<file path="config.mk">
export PLATFORM = sky130hd
export DESIGN_NAME = mem_stall_ctrl_flat
export DESIGN_NICKNAME = d
export VERILOG_FILES = /design/src/rtl/mem_stall_ctrl_pkg.sv /design/src/rtl/mem_stall_ctrl_if.sv /design/src/rtl/mem_stall_ctrl_port_arbiter.sv /design/src/rtl/mem_stall_ctrl.sv /design/src/flat_wrapper.sv
export SDC_FILE = /design/constraint.sdc
export NUM_CORES = 1
export LEC_CHECK = 0
export BUFFER_PORTS_ARGS = -buffer_cell sky130_fd_sc_hd__clkbuf_2
export CAP_MARGIN = 20
export CORE_AREA = 2 2 39 41
export CTS_BUF_LIST = sky130_fd_sc_hd__clkbuf_8
export DETAILED_ROUTE_END_ITERATION = 7
export DIE_AREA = 0 0 41 43
export RECOVER_POWER = 50
export SYNTH_ARGS = -nofsm -noshare
export SYNTH_HDL_FRONTEND = slang
export SYNTH_HIERARCHICAL = 1
export SYNTH_SLANG_ARGS = --single-unit
</file>
<file path="constraint.sdc">
create_clock -name clk_in -period 1.8 [get_ports clk_in]
set_input_delay 0.09 -clock clk_in [delete_from_list [all_inputs] [get_ports clk_in]]
set_output_delay 0.09 -clock clk_in [all_outputs]
set_load 0.05 [all_outputs]
</file>
<file path="src/rtl/mem_stall_ctrl_pkg.sv">
// mem_stall_ctrl_pkg: stall encodings, stall/jump constants and arbiter state codes shared by the stall controller
package mem_stall_ctrl_pkg;
  localparam logic [5:0] STALL_MEM = 6'b011111;
  localparam logic [5:0] STALL_ID = 6'b000111;
  localparam logic [5:0] STALL_IF = 6'b000011;
  localparam logic [5:0] STALL_NONE = 6'b000000;
  localparam logic STALL = 1'b1;
  localparam logic NO_STALL = 1'b0;
  localparam logic JUMP = 1'b1;
  typedef enum logic [1:0] {IDLE, IF_BUSY, MEM_BUSY} state_t;
endpackage

</file>
<file path="src/rtl/mem_stall_ctrl_if.sv">
// mem_stall_ctrl_if: pipeline <-> stall controller bundle
//   pipeline side (master) drives rdy_in, ifReq_in, memReq_in, idStallReq_in, pcJump_in, portDone_in
//   controller side (slave) drives grants, done pulses, flush_out, stall_out
//   STALL_CNT_EN adds memStallCnt_out/idStallCnt_out/ifStallCnt_out (CNT_W bits)
interface mem_stall_ctrl_if #(
  parameter int STALL_W = 6
`ifdef STALL_CNT_EN
  , parameter int CNT_W = 32
`endif
);
  logic rdy_in, ifReq_in, memReq_in, idStallReq_in, pcJump_in, portDone_in;
  logic ifGrant_out, memGrant_out, ifDone_out, memDone_out, flush_out;
  logic [STALL_W-1:0] stall_out;
`ifdef STALL_CNT_EN
  logic [CNT_W-1:0] memStallCnt_out, idStallCnt_out, ifStallCnt_out;
`endif
  modport master (
    output rdy_in, ifReq_in, memReq_in, idStallReq_in, pcJump_in, portDone_in,
    input ifGrant_out, memGrant_out, ifDone_out, memDone_out, flush_out, stall_out
`ifdef STALL_CNT_EN
    , input memStallCnt_out, idStallCnt_out, ifStallCnt_out
`endif
  );
  modport slave (
    input rdy_in, ifReq_in, memReq_in, idStallReq_in, pcJump_in, portDone_in,
    output ifGrant_out, memGrant_out, ifDone_out, memDone_out, flush_out, stall_out
`ifdef STALL_CNT_EN
    , output memStallCnt_out, idStallCnt_out, ifStallCnt_out
`endif
  );
endinterface

</file>
<file path="src/rtl/mem_stall_ctrl_port_arbiter.sv">
// mem_stall_ctrl_port_arbiter: IF/MEM arbitration of the single memory port with stale-fetch discard
//   clk_in, rst_in (async, active-low); i_rdy freezes state
//   i_if_req / i_mem_req level requests, i_jump taken jump, i_done port completion pulse
//   o_if_grant / o_mem_grant registered grants, o_if_done / o_mem_done completion to requesters
module mem_stall_ctrl_port_arbiter
  import mem_stall_ctrl_pkg::*;
(
  input  logic clk_in,
  input  logic rst_in,
  input  logic i_rdy,
  input  logic i_if_req,
  input  logic i_mem_req,
  input  logic i_jump,
  input  logic i_done,
  output logic o_if_grant,
  output logic o_mem_grant,
  output logic o_if_done,
  output logic o_mem_done
);
  state_t r_state, w_state_nxt;
  logic r_discard, w_discard_nxt, r_if_grant, r_mem_grant;
  always_ff @(posedge clk_in or negedge rst_in)
    if (!rst_in) begin
      r_state <= IDLE;
      r_discard <= 1'b0;
      r_if_grant <= 1'b0;
      r_mem_grant <= 1'b0;
    end else if (i_rdy) begin
      r_state <= w_state_nxt;
      r_discard <= w_discard_nxt;
      r_if_grant <= w_state_nxt == IF_BUSY;
      r_mem_grant <= w_state_nxt == MEM_BUSY;
    end
  // Completion always returns to IDLE, giving the mandatory turnaround cycle.
  // A jump mid-fetch marks the outstanding fetch stale until its data returns.
  always_comb begin
    w_state_nxt = r_state;
    w_discard_nxt = r_discard;
    if (r_state == IDLE)
      w_state_nxt = i_mem_req ? MEM_BUSY : i_if_req ? IF_BUSY : IDLE;
    else if (i_done) begin
      w_state_nxt = IDLE;
      w_discard_nxt = 1'b0;
    end else if (r_state == IF_BUSY && i_jump == JUMP)
      w_discard_nxt = 1'b1;
  end
  assign o_if_grant = r_if_grant;
  assign o_mem_grant = r_mem_grant;
  assign o_mem_done = i_done & (r_state == MEM_BUSY);
  // A jump coinciding with the data return squashes it directly.
  assign o_if_done = i_done & (r_state == IF_BUSY) & ~r_discard & (i_jump != JUMP);
endmodule

</file>
<file path="src/rtl/mem_stall_ctrl.sv">
// mem_stall_ctrl: pipeline stall vector / flush generator and IF-vs-MEM memory port arbiter
//   clk_in, rst_in (async, active-low); bus: mem_stall_ctrl_if.slave (requests in, grants/done/flush/stall out)
//   optional STALL_CNT_EN: saturating per-cause stall counters on the bus
module mem_stall_ctrl
  import mem_stall_ctrl_pkg::*;
#(
  parameter int STALL_W = 6
`ifdef STALL_CNT_EN
  , parameter int CNT_W = 32
`endif
) (
  input logic clk_in,
  input logic rst_in,
  mem_stall_ctrl_if.slave bus
);
  logic w_mem_sel, w_id_sel, w_if_sel;
  logic [5:0] w_stall;
  mem_stall_ctrl_port_arbiter u_arb (
    .clk_in(clk_in),
    .rst_in(rst_in),
    .i_rdy(bus.rdy_in),
    .i_if_req(bus.ifReq_in),
    .i_mem_req(bus.memReq_in),
    .i_jump(bus.pcJump_in),
    .i_done(bus.portDone_in),
    .o_if_grant(bus.ifGrant_out),
    .o_mem_grant(bus.memGrant_out),
    .o_if_done(bus.ifDone_out),
    .o_mem_done(bus.memDone_out)
  );
  // Mutually exclusive priority selects: MEM wait > load-use > IF wait.
  assign w_mem_sel = (bus.memReq_in == STALL) & ~bus.memDone_out;
  assign w_id_sel = ~w_mem_sel & (bus.idStallReq_in == STALL);
  assign w_if_sel = ~w_mem_sel & ~w_id_sel & (bus.ifReq_in == STALL) & ~bus.ifDone_out;
  assign w_stall = w_mem_sel ? STALL_MEM : w_id_sel ? STALL_ID : w_if_sel ? STALL_IF : STALL_NONE;
  assign bus.stall_out = STALL_W'(w_stall);
  assign bus.flush_out = bus.pcJump_in == JUMP;
`ifdef STALL_CNT_EN
  logic [CNT_W-1:0] r_mem_cnt, r_id_cnt, r_if_cnt;
  always_ff @(posedge clk_in or negedge rst_in)
    if (!rst_in) begin
      r_mem_cnt <= '0;
      r_id_cnt <= '0;
      r_if_cnt <= '0;
    end else if (bus.rdy_in) begin
      r_mem_cnt <= r_mem_cnt + {{(CNT_W-1){1'b0}}, w_mem_sel & ~&r_mem_cnt};
      r_id_cnt <= r_id_cnt + {{(CNT_W-1){1'b0}}, w_id_sel & ~&r_id_cnt};
      r_if_cnt <= r_if_cnt + {{(CNT_W-1){1'b0}}, w_if_sel & ~&r_if_cnt};
    end
  assign bus.memStallCnt_out = r_mem_cnt;
  assign bus.idStallCnt_out = r_id_cnt;
  assign bus.ifStallCnt_out = r_if_cnt;
`endif
endmodule

</file>
<file path="src/flat_wrapper.sv">
// flat-port wrapper written by rule: the top's interface ports become plain ports
module mem_stall_ctrl_flat import mem_stall_ctrl_pkg::*;
#(
  parameter int STALL_W = 6

)
  (clk_in, rst_in, bus_rdy_in, bus_ifReq_in, bus_memReq_in, bus_idStallReq_in, bus_pcJump_in, bus_portDone_in, bus_ifGrant_out, bus_memGrant_out, bus_ifDone_out, bus_memDone_out, bus_flush_out, bus_stall_out);
  mem_stall_ctrl_if #(.STALL_W(STALL_W)) bus_i ();
  input logic clk_in;
  input logic rst_in;
  input wire logic [$bits(bus_i.rdy_in)-1:0] bus_rdy_in;
  input wire logic [$bits(bus_i.ifReq_in)-1:0] bus_ifReq_in;
  input wire logic [$bits(bus_i.memReq_in)-1:0] bus_memReq_in;
  input wire logic [$bits(bus_i.idStallReq_in)-1:0] bus_idStallReq_in;
  input wire logic [$bits(bus_i.pcJump_in)-1:0] bus_pcJump_in;
  input wire logic [$bits(bus_i.portDone_in)-1:0] bus_portDone_in;
  output wire logic [$bits(bus_i.ifGrant_out)-1:0] bus_ifGrant_out;
  output wire logic [$bits(bus_i.memGrant_out)-1:0] bus_memGrant_out;
  output wire logic [$bits(bus_i.ifDone_out)-1:0] bus_ifDone_out;
  output wire logic [$bits(bus_i.memDone_out)-1:0] bus_memDone_out;
  output wire logic [$bits(bus_i.flush_out)-1:0] bus_flush_out;
  output wire logic [$bits(bus_i.stall_out)-1:0] bus_stall_out;
  assign bus_i.rdy_in = bus_rdy_in;
  assign bus_i.ifReq_in = bus_ifReq_in;
  assign bus_i.memReq_in = bus_memReq_in;
  assign bus_i.idStallReq_in = bus_idStallReq_in;
  assign bus_i.pcJump_in = bus_pcJump_in;
  assign bus_i.portDone_in = bus_portDone_in;
  assign bus_ifGrant_out = bus_i.ifGrant_out;
  assign bus_memGrant_out = bus_i.memGrant_out;
  assign bus_ifDone_out = bus_i.ifDone_out;
  assign bus_memDone_out = bus_i.memDone_out;
  assign bus_flush_out = bus_i.flush_out;
  assign bus_stall_out = bus_i.stall_out;
  mem_stall_ctrl #(.STALL_W(STALL_W)) u_core (.clk_in(clk_in), .rst_in(rst_in), .bus(bus_i));
endmodule
</file>
# Yosys cells after proc, flatten, opt, wreduce, memory -nomap -nowiden
# Cells that the tools add are included.
totals:
  output_inout_bits: 11
  wordCells: 37
  input_bits: 8
  reg_bits: 5
classes:
  n_mux: 9
  bitwise: 16
  n_eq_ne: 4
  reduce_logical: 4
ops:
  columns: ["op", "count"]
  rows:
  - ["$mux 6", 2]
  - ["$and 1x1->1", 9]
  - ["$mux 2", 4]
  - ["$not 1->1", 7]
  - ["$eq 2x1->1 const B", 2]
  - ["$eq 2x2->1 const B", 2]
  - ["$mux 1", 3]
  - ["$reduce_and 3->1", 1]
  - ["$logic_not 2->1", 1]
  - ["$reduce_bool 2->1", 1]
  - ["$logic_and 1x1->1", 1]

# Longest topological paths before layout
logic_depth:
  word_depth: 13
  depth_mapped: 5

# Modules after synthesis
# The synthesis kept the hierarchy.
modules_own_cells:
  columns: ["module", "cells_each", "area_per_inst_um2", "n_inst"]
  rows:
  - ["mem_stall_ctrl_port_arbiter", 30, 280.3, 1]
  - ["mem_stall_ctrl", 10, 73.8, 1]

# Worst setup path after synthesis
# No wires, ideal clock.
synth_timing:
  path_kind: "flip-flop to output port"
  start: "register u_core.u_arb.r_state[1]"
  end: "output port bus_stall_out[1]"
  stages_incl_launch_ff: 6
  arrival_time_ns: 2.105
  slack_ns: -0.395
  required_ns: 1.710
  n_path_buf: 1
  path_cell_list: "dfrtp_1 > nand2_1 > nor2_1 > nor2b_4 > a211o_1 > buf_4"
synth_via:
  elab_chain_len: 13
  elab_cells_between_ends: 18
synth_lines:
  columns: ["item", "line", "text"]
  rows:
  - ["start: declaration", "mem_stall_ctrl_port_arbiter.sv:20", "state_t r_state, w_state_nxt;"]
  - ["start signal: assignment", "mem_stall_ctrl_port_arbiter.sv:29", "r_state <= w_state_nxt;"]
  - ["$eq 2x2->1 *", "mem_stall_ctrl_port_arbiter.sv:49", "assign o_mem_done = i_done & (r_state == MEM_BUSY);"]
  - ["$and 1x1->1 *", "mem_stall_ctrl_port_arbiter.sv:49", null]
  - ["named net bus_memDone_out", "flat_wrapper.sv:20", "output wire logic [$bits(bus_i.memDone_out)-1:0] bus_memDone_out;"]
  - ["$not 1->1 *", "mem_stall_ctrl.sv:32", "assign w_mem_sel = (bus.memReq_in == STALL) & ~bus.memDone_out;"]
  - ["$and 1x1->1 *", "mem_stall_ctrl.sv:32", null]
  - ["named net u_core.w_mem_sel", "mem_stall_ctrl.sv:16", "logic w_mem_sel, w_id_sel, w_if_sel;"]
  - ["$not 1->1", "mem_stall_ctrl.sv:33, mem_stall_ctrl.sv:34", null]
  - ["$and 1x1->1", "mem_stall_ctrl.sv:33", "assign w_id_sel = ~w_mem_sel & (bus.idStallReq_in == STALL);"]
  - ["$not 1->1", "mem_stall_ctrl.sv:34", "assign w_if_sel = ~w_mem_sel & ~w_id_sel & (bus.ifReq_in == STALL) & ~bus.ifDone_out;"]
  - ["$and 1x1->1 (3 in a row)", "mem_stall_ctrl.sv:34", null]
  - ["$mux 2", "mem_stall_ctrl.sv:35", "assign w_stall = w_mem_sel ? STALL_MEM : w_id_sel ? STALL_ID : w_if_sel ? STALL_IF : STALL_NONE;"]
  - ["$mux 6", "mem_stall_ctrl.sv:35", null]
  - ["$mux 6 *", "mem_stall_ctrl.sv:35", null]
  - ["end: declaration", "flat_wrapper.sv:22", "output wire logic [$bits(bus_i.stall_out)-1:0] bus_stall_out;"]
# Mark *: on every way through the listed nets, which the timed path passes. The rest lies on a longest branch.

# Worst setup path in the final report
layout_timing:
  start: "register u_core.u_arb.r_state[1]"
  end: "output port bus_stall_out[0]"
layout_via:
  elab_chain_len: 13
  elab_cells_between_ends: 18
layout_lines:
  columns: ["item", "line"]
  rows:
  - ["$eq 2x2->1", "mem_stall_ctrl_port_arbiter.sv:49"]
  - ["$and 1x1->1", "mem_stall_ctrl_port_arbiter.sv:49"]
  - ["$not 1->1", "mem_stall_ctrl.sv:32"]
  - ["$and 1x1->1", "mem_stall_ctrl.sv:32"]
  - ["$not 1->1", "mem_stall_ctrl.sv:33, mem_stall_ctrl.sv:34"]
  - ["$and 1x1->1", "mem_stall_ctrl.sv:33"]
  - ["$not 1->1", "mem_stall_ctrl.sv:34"]
  - ["$and 1x1->1 (3 in a row)", "mem_stall_ctrl.sv:34"]
  - ["$mux 2", "mem_stall_ctrl.sv:35"]
  - ["$mux 6", "mem_stall_ctrl.sv:35"]
  - ["$mux 6 *", "mem_stall_ctrl.sv:35"]
# Mark *: on every way between the ends. The rest lies on a longest branch, timed or not.

==> metrics.txt <==
library cell used as clock root buffer sky130_fd_sc_hd__clkbuf_8; switching component of the power between 0.2 and 0.3 mW; end point of the worst hold path u_core/u_arb/r_state[1]$_DFFE_PN0P_; DRC marker count from the first detailed-route iteration 5; final non-filler cell area about 480 um^2; actual transition at the worst max-transition pin just under 0.6 ns; Post-Syn Area per Cell ~9 um^2; Inserted Clock Buffers 3; Layout Cells excl Fill around 70; setup repair after global routing missed its margin no; vias post-DR between 300 and 400; Seq pwr share about 30%; area of placed instances 425 um^2; category of the worst setup path capture point primary output; Distinct cells, synth 21; count of cells along the worst hold path 2; clock insertion delay at the later pin of the skew report around 0.22 ns; worst-path cell chain inv_1 -> and4_4 -> inv_1 -> a211o_1 -> clkbuf_2; Reg2Reg Launch Point u_core/u_arb/r_state[0]$_DFFE_PN0P_; Critical-path top delay cell sky130_fd_sc_hd__dfrtp_1; Worst Clk Skew roughly 0.00096 ns; number of diodes added for antenna fixing 0; number of top-level pins 19; share of total power consumed by net switching 41.7%; clock-pin slew reported for the worst setup and hold paths after clock tree synthesis 0.03 ns; highest attainable clock frequency about 0.6 GHz; Worst path most repeated cell sky130_fd_sc_hd__inv_1; first-pass GRT wire length between 1000 and 1500 um; number of synthesized register bits 5; # port buffers 17; number of buffers and inverters on the critical path 3; top routing layer used met3; number of sinks on the clock net 5; Final Critical Period between 1.5 and 2 ns; Yosys warnings 6; largest fanout on the critical path 8; worst reg-to-reg setup slack between 0.6 and 0.7 ns; Power Dens Cells around 1300 nW/um^2; Post-CTS Setup Inserts 0; slack of the critical path ~0.12 ns; data required time at the worst endpoint about 1.7 ns; tightest slew margin relative to the limit around 61%; met2 wire length between 300 and 400 um; vias in the first global route 308; synthesis-to-layout area growth 34.3%; worst setup path category reg -> out; syn_nets 48; final routed DRC violation total 0; critical path's largest stage delay 0.44 ns; count of endpoints failing setup in the final report 0; share of the yosys chip area belonging to registers between 30 and 40%; length of routed wiring on met1 between 300 and 400 um; Avg Vias per Cell around 4.8; TritonCTS clock tree yes; H-tree levels 1; Die Y 43 um; pin count of the biggest net entering global routing 12; kind of cell adding the most delay to the critical path flip-flops; max-cap viol count 0; Netlist Area Pre-Place around 350 um^2; Hold Vio Cnt, Final 0; Cell Int Power between 0.3 and 0.4 mW; RePlAce Congestion 0.668; endpoint of the most critical register-to-register path u_core/u_arb/o_if_grant$_DFFE_PN0P_; hold path start bus_portDone_in; final routed wire length divided by cell count between 10 and 15 um; type of origin of the critical path flop; met3 routed WL between 70 and 80 um; post-synthesis cell count 40; outcome completed; count of TritonRoute iterations in the first routing pass 4; initial standard-cell utilization of the core 25.6%; Hold Path Class in -> reg; Overflow after GRT 0; antenna-violating nets left 0; overall track demand over capacity in global routing about a tenth; Die Span X 41 um; Power Total slightly above 0.6 mW; maximum VDD drop between 0.3 and 0.4 mV; number of cell instances on the worst register-to-register path 3; routed wire length between 700 and 800 um; Final nets 65; cell count after placement 67; share of final-layout standard cells stronger than drive strength 1 a little under two fifths; antenna violations before repair 0; area enclosed by the die boundary around 1800 um^2; maximum clock path buffer count 2; share of total power in the clock network 32.9%; number of placement rows 14; LEAKAGE approximately 0.22 nW; part of the power in combinational logic a little under two fifths; setup TNS after final layout 0 ns; total core area roughly 1400 um^2; worst slack after detailed placement 0.345 ns; crit path DAT 1.59 ns; max-slew violation count 0; final critical-path share of the clock period about 93%
==> registers in the layout, summed over array words and instances (netlist names) <==
register,cells
u_core/u_arb/o_if_grant,1
u_core/u_arb/o_mem_grant,1
u_core/u_arb/r_discard,1
u_core/u_arb/r_state,2
==> logic make-up (layout without fill, tap and decap cells) <==
kind of cell	after synthesis	in the layout	share of synthesized area, %
AO/OA/AOI/OAI	11	11	25.1
buffers and inverters	10	26	16.3
flip-flops	5	5	35.3
other	1	1	1.06
AND/OR/NAND/NOR	13	13	22.3
==> synthesized netlist by cell type (all sizes together) <==
cell     instances  area [um^2]
o2111ai          1         8.76
o211ai           1         12.5
or2              1         6.26
o21ai            3         15.0
and4             1         10.0
buf              6         42.5
inv              4         15.0
nand2            2         7.51
nor2b            1         13.8
a32oi            1         16.3
nor2             4         15.0
a211o            1         8.76
nand3            1         5.00
conb             1         3.75
a41oi            1         8.76
nand2b           2         12.5
dfrtp            5          125
or3b             1         8.76
a31oi            3         18.8
==> worst max path at each step <==
stage                                                   start                to  slack (ns)  cells past startpoint
after global routing      u_core/u_arb/r_state[1]$_DFFE_PN0P_  bus_stall_out[1]        0.04                      5
after CTS                 u_core/u_arb/r_state[1]$_DFFE_PN0P_  bus_stall_out[0]        0.11                      5
after global placement    u_core/u_arb/r_state[1]$_DFFE_PN0P_  bus_stall_out[0]        0.38                      5
after floorplan           u_core/u_arb/r_state[1]$_DFFE_PN0P_  bus_stall_out[1]        0.04                      5
after detailed placement  u_core/u_arb/r_state[1]$_DFFE_PN0P_  bus_stall_out[0]        0.34                      5
final                     u_core/u_arb/r_state[1]$_DFFE_PN0P_  bus_stall_out[0]        0.12                      5
==> layout make-up <==
type,instances,area [um^2]
multi-input combinational,25,180
clock buffer,3,41.3
fill,158,908
timing repair buffer,18,90.1
tap,16,20.0
inverter,4,15.0
sequential,5,125
clock inverter,1,3.75
==> metrics by stage <==
step,utilization (%),hold slack [ns]
global placement,30.7,-0.0867
finish,34.4,0.158
detailed placement,30.7,-0.0828
global route,34.4,0.177
floorplan,-,-0.206
CTS,34.7,0.156
==> cell usage in the layout, fill, tap and decap left out, drive strengths merged, types with 2 or more instances in the layout <==
cell type	netlist	final
dfrtp	5	5
nand2b	2	2
inv	4	5
a31oi	3	3
clkbuf	0	20
o21ai	3	3
nand2	2	2
nor2	4	4
==> power by group through the flow <==
stage	clock, mW	sequential, mW	combinational (mW)
after floorplan	0	0.207	0.164
after global placement	0	0.178	0.229
after detailed placement	0	0.180	0.232
after CTS	0.206	0.179	0.234
after global routing	0.215	0.185	0.247
final	0.199	0.180	0.227
==> metal layers <==
layer / GRT usage (%) / up-vias
met1: 10.8 / 159
li1: - / 168
met4: 10.0 / 0
met3: 1.57 / 0
met5: 0 / -
met2: 15.6 / 17
==> timing repair <==
action / in CTS / in global routing
hold buffers: 1 / 0
hold endpoints to repair: 5 / 0
setup endpoints to repair: 0 / 0
gates resized for setup: 0 / 0
Power figures use the tool's default switching activity.
